### src/rtl/count_decoder.sv
// Decodes successive samples of an external 4-bit up/down counter into step pulses.
// It also tracks a saturating signed position and drops lock after repeated illegal jumps.
//
// state    | meaning
// ---------+---------------------------------------------------------------
// S_IDLE   | no reference sample yet; the next valid sample only seeds prev
// S_LOCKED | tracking; legal steps pulse and move position
// S_LOST   | too many consecutive illegal steps; any legal step relocks
module count_decoder #(
    parameter int unsigned MAX_ERR = 3
) (
    input  logic              clk,
    input  logic              rst,
    input  logic              valid,
    input  logic [3:0]        count_in,
    input  logic              clr_pos,
    output logic              up_pls,
    output logic              dn_pls,
    output logic              hold_pls,
    output logic              wrap_up,
    output logic              wrap_dn,
    output logic              step_err,
    output logic signed [7:0] position,
    output logic              locked,
    output logic [3:0]        err_cnt
);

    typedef enum logic [1:0] {
        S_IDLE   = 2'd0,
        S_LOCKED = 2'd1,
        S_LOST   = 2'd2
    } state_t;

    localparam logic [4:0]        MAX_ERR_C = 5'(MAX_ERR);
    localparam logic signed [7:0] POS_MAX   = 8'sd127;
    localparam logic signed [7:0] POS_MIN   = -8'sd128;

    state_t            state_q, state_d;
    logic [3:0]        prev_q, prev_d;
    logic [3:0]        consec_q, consec_d;
    logic signed [7:0] position_q, position_d;
    logic [3:0]        err_cnt_q, err_cnt_d;
    logic              locked_q, locked_d;
    logic              up_q, up_d;
    logic              dn_q, dn_d;
    logic              hold_q, hold_d;
    logic              wrap_up_q, wrap_up_d;
    logic              wrap_dn_q, wrap_dn_d;
    logic              step_err_q, step_err_d;

    logic [3:0] delta;
    logic       legal;
    logic       consec_hit;

    always_comb begin
        delta      = count_in - prev_q;
        legal      = (delta == 4'd0) || (delta == 4'd1) || (delta == 4'd15);
        consec_hit = ({1'b0, consec_q} + 5'd1) >= MAX_ERR_C;

        state_d    = state_q;
        prev_d     = prev_q;
        consec_d   = consec_q;
        position_d = position_q;
        err_cnt_d  = err_cnt_q;
        up_d       = 1'b0;
        dn_d       = 1'b0;
        hold_d     = 1'b0;
        wrap_up_d  = 1'b0;
        wrap_dn_d  = 1'b0;
        step_err_d = 1'b0;

        if (valid) begin
            // prev follows every accepted sample, legal or not
            prev_d = count_in;
            case (state_q)
                S_IDLE: begin
                    state_d  = S_LOCKED;
                    consec_d = 4'd0;
                end
                S_LOCKED: begin
                    if (delta == 4'd0) begin
                        hold_d   = 1'b1;
                        consec_d = 4'd0;
                    end else if (delta == 4'd1) begin
                        up_d      = 1'b1;
                        wrap_up_d = (prev_q == 4'd15);
                        consec_d  = 4'd0;
                        if (position_q != POS_MAX) position_d = position_q + 8'sd1;
                    end else if (delta == 4'd15) begin
                        dn_d      = 1'b1;
                        wrap_dn_d = (prev_q == 4'd0);
                        consec_d  = 4'd0;
                        if (position_q != POS_MIN) position_d = position_q - 8'sd1;
                    end else begin
                        step_err_d = 1'b1;
                        if (err_cnt_q != 4'd15) err_cnt_d = err_cnt_q + 4'd1;
                        if (consec_hit) begin
                            state_d  = S_LOST;
                            consec_d = 4'd0;
                        end else begin
                            consec_d = consec_q + 4'd1;
                        end
                    end
                end
                S_LOST: begin
                    if (legal) begin
                        state_d = S_LOCKED;
                    end else begin
                        step_err_d = 1'b1;
                        if (err_cnt_q != 4'd15) err_cnt_d = err_cnt_q + 4'd1;
                    end
                    consec_d = 4'd0;
                end
                default: begin
                    state_d  = S_IDLE;
                    consec_d = 4'd0;
                end
            endcase
        end

        // a clear beats any step landing in the same cycle; the pulse still goes out
        if (clr_pos) position_d = 8'sd0;

        locked_d = (state_d == S_LOCKED);
    end

    always_ff @(posedge clk) begin
        if (rst) begin
            state_q    <= S_IDLE;
            prev_q     <= 4'd0;
            consec_q   <= 4'd0;
            position_q <= 8'sd0;
            err_cnt_q  <= 4'd0;
            locked_q   <= 1'b0;
            up_q       <= 1'b0;
            dn_q       <= 1'b0;
            hold_q     <= 1'b0;
            wrap_up_q  <= 1'b0;
            wrap_dn_q  <= 1'b0;
            step_err_q <= 1'b0;
        end else begin
            state_q    <= state_d;
            prev_q     <= prev_d;
            consec_q   <= consec_d;
            position_q <= position_d;
            err_cnt_q  <= err_cnt_d;
            locked_q   <= locked_d;
            up_q       <= up_d;
            dn_q       <= dn_d;
            hold_q     <= hold_d;
            wrap_up_q  <= wrap_up_d;
            wrap_dn_q  <= wrap_dn_d;
            step_err_q <= step_err_d;
        end
    end

    assign up_pls   = up_q;
    assign dn_pls   = dn_q;
    assign hold_pls = hold_q;
    assign wrap_up  = wrap_up_q;
    assign wrap_dn  = wrap_dn_q;
    assign step_err = step_err_q;
    assign position = position_q;
    assign locked   = locked_q;
    assign err_cnt  = err_cnt_q;

endmodule
### config.mk
export PLATFORM = sky130hd
export DESIGN_NAME = count_decoder
export DESIGN_NICKNAME = d
export VERILOG_FILES = /design/src/rtl/count_decoder.sv
export SDC_FILE = /design/constraint.sdc
export NUM_CORES = 1
export LEC_CHECK = 0
export ABC_AREA = 1
export CAP_MARGIN = 20
export CORE_UTILIZATION = 45
export DETAILED_ROUTE_END_ITERATION = 10
export PLACE_DENSITY_LB_ADDON = 0.1
export SYNTH_ARGS = -nofsm -noshare
export SYNTH_HDL_FRONTEND = slang
export SYNTH_SLANG_ARGS = --single-unit
### constraint.sdc
create_clock -name clk -period 3.8 [get_ports clk]
set_clock_uncertainty 0.2 [all_clocks]
set_input_delay 0.38 -clock clk [delete_from_list [all_inputs] [get_ports clk]]
set_output_delay 0.38 -clock clk [all_outputs]
set_load 0.05 [all_outputs]
==> metrics <==
fin. max-slew vios=0; CP arrival=3.39 ns; grt ovf=0; hold_buf cts=0; WP data required=3.82 ns; I/O Buffers=26; Finished Cell Area=2170 um2; initial antenna violation count=0; most common cell after layout, fill and taps aside=nand2_1; flops & latches, synth=29; GRT met3 Usage=0.0423; CTS tree=done; final hold slack=0.240 ns; DP Area=2070 um2; share of layout cells above drive strength 1=0.0800; vias per inst=4.95; first-pass GRT wire length=6500 um; Routed Antenna Nets=0; Final WS setup=0.427 ns; nets=300; Yosys warning count=0; WL/cell=11.5 um; total track usage=0.203; Slew headroom=0.664; Rows=22; Via Count=1600; Initial Util=0.476; min-delay worst type=reg2reg; postcts setup bufs=0; First-pass DRT Iterations=4; largest net degree at the start of global routing=12; drt first-iter violations=82; endpoints failing setup=0; Layout area overhead=23.6%; setup TNS=0 ns; Core Region=3690 um2; GP Congestion=0.889; max frequency=296 MHz; worst-margin pin slew=0.502 ns; grt peak-use layer=met2; grt met1 use=0.278; number of global-route vias before repair=1511; max capacitance violation total=0; Seq/Total Area, Yosys=0.331; number of buffers created by CTS=5; clock root buffer=clkbuf_8; clock tree buffer depth=2; PostCTS Resize Cnt=0; Clk pin slew, worst setup/hold paths=0.06 ns; Leak=0.919 nW; grt met2 use=0.308; Worst Setup Start Kind=primary input; Max VDD drop=0.210 mV; status=finished clean; Place WS=0.166 ns; Crit. End Element=flop; total wire length=3710 um; Skew-Pair Late Insertion Delay=0.28 ns; Post-Syn Instances=243; HPWL Detailed=2820 um; Avg Inst Size Synth=7.22 um2; diodes inserted=0; Netlist Area Pre-Place=1760 um2; CP Class=in2reg; Residual DRC=0; CTS sink count=29; RSZ-0062 raised after global routing=no; DIE WIDTH=64.5 um; area of the die=4150 um2; Final Cycle Share=0.888; Die Ht=64.5 um; Post-Syn Nets=269; commonest non-fill, non-tap cells in the layout=nand2_1 (50), inv_1 (31), nor2_1 (29), dfxtp_1 (29), clkdlybuf4s50_1 (26); Max Fanout on Critical Path=11; total power divided by cell area=342 nW/um2; H-tree depth=2; io pins=27; Tmin final=3.37 ns; Netlist cell types=31; final hold vios=0
## path summary, 6_finish.rpt
| path | startpoint | to | slack, ns | cells past startpoint |
|---|---|---|---|---|
| worst min-delay path | consec_q[3] | consec_q[3] | 0.24 | 2 |
| worst max register to register | prev_q[0] | position[5] | 0.65 | 15 |
| worst max-delay path | count_in[0] | position[5] | 0.43 | 15 |
| worst min register to register | consec_q[3] | consec_q[3] | 0.24 | 2 |
## state kept, by name, summed over array words and instances, names as in the netlist
name / flops
step_err: 1
locked: 1
state_q: 2
up_pls: 1
wrap_up: 1
wrap_dn: 1
dn_pls: 1
hold_pls: 1
position: 8
prev_q: 4
err_cnt: 4
consec_q: 4
## worst max-delay path, cell delays in order
cell             delay (ns)
clkdlybuf4s50_1        0.45
inv_1                  0.05
ha_1                   0.20
inv_1                  0.08
fa_1                   0.45
a21oi_2                0.21
nand3_2                0.26
ha_1                   0.44
nand3_1                0.10
nand2_1                0.14
a21oi_1                0.08
o21ai_0                0.19
xor2_1                 0.18
nand2_1                0.07
a21oi_1                0.11
## layout make-up
cell class / instances / area (um2)
flip-flops and latches: 29 / 581
fillers: 372 / 1520
clock buffers: 7 / 96.3
well taps: 48 / 60.1
repair buffers: 26 / 260
inverters: 34 / 133
clock inverters: 1 / 5.00
multi-input cells: 178 / 1030
## synthesized netlist by cell type
master / number / area share
clkinv_4: 1 / 0.0050
clkinv_1: 1 / 0.0021
o211ai_1: 1 / 0.0043
nor3_1: 5 / 0.014
o22ai_1: 2 / 0.0071
o21ai_0: 14 / 0.040
nand3_4: 1 / 0.010
xor2_1: 4 / 0.020
o21ai_2: 1 / 0.0050
nand3_1: 14 / 0.040
o21bai_1: 1 / 0.0043
nor2_1: 29 / 0.062
inv_1: 31 / 0.066
nand3_2: 2 / 0.011
nor4_1: 1 / 0.0036
ha_1: 16 / 0.11
nand2_1: 50 / 0.11
dfxtp_1: 29 / 0.33
nor4b_1: 1 / 0.0050
nand2_2: 4 / 0.014
a21oi_1: 15 / 0.043
fa_1: 2 / 0.023
inv_2: 1 / 0.0021
or2_2: 1 / 0.0036
clkbuf_1: 2 / 0.0043
nor2_2: 1 / 0.0036
a32o_1: 1 / 0.0057
xnor2_1: 2 / 0.010
a21o_1: 1 / 0.0043
a21oi_2: 2 / 0.010
nand4_1: 7 / 0.025
## cell families (layout without fill, tap and decap cells)
logic type	count (synthesis)	in the layout	share of synthesized area
simple gates	116	116	0.299
fa+ha+maj	18	18	0.137
compound gates	38	38	0.123
buf+inv	36	68	0.0798
xor+xnor	6	6	0.0299
flops	29	29	0.331
## per-stage QoR
stage	utilization	power [mW]	instances
global route	0.588	0.778	323
finish	0.588	0.742	323
CTS	0.588	0.748	323
global placement	0.561	0.463	315
floorplan	-	0.428	243
detailed placement	0.561	0.463	315
## power by group
| group | total, mW | switching (mW) | internal, mW | leakage (nW) |
|---|---|---|---|---|
| registers | 0.319 | 0.00670 | 0.312 | 0.235 |
| clock network | 0.285 | 0.122 | 0.163 | 0.0542 |
| logic | 0.138 | 0.0882 | 0.0496 | 0.630 |
| total | 0.742 | 0.216 | 0.525 | 0.919 |
## per-layer routing
metal / wire (um) / share of wire / vias to the layer above
met5: 0 / 0 / -
met4: 61 / 0.016 / 0
met3: 113 / 0.030 / 7
met2: 1580 / 0.43 / 22
met1: 1950 / 0.53 / 709
li1: - / - / 862
(Power assumes the default switching activity.)
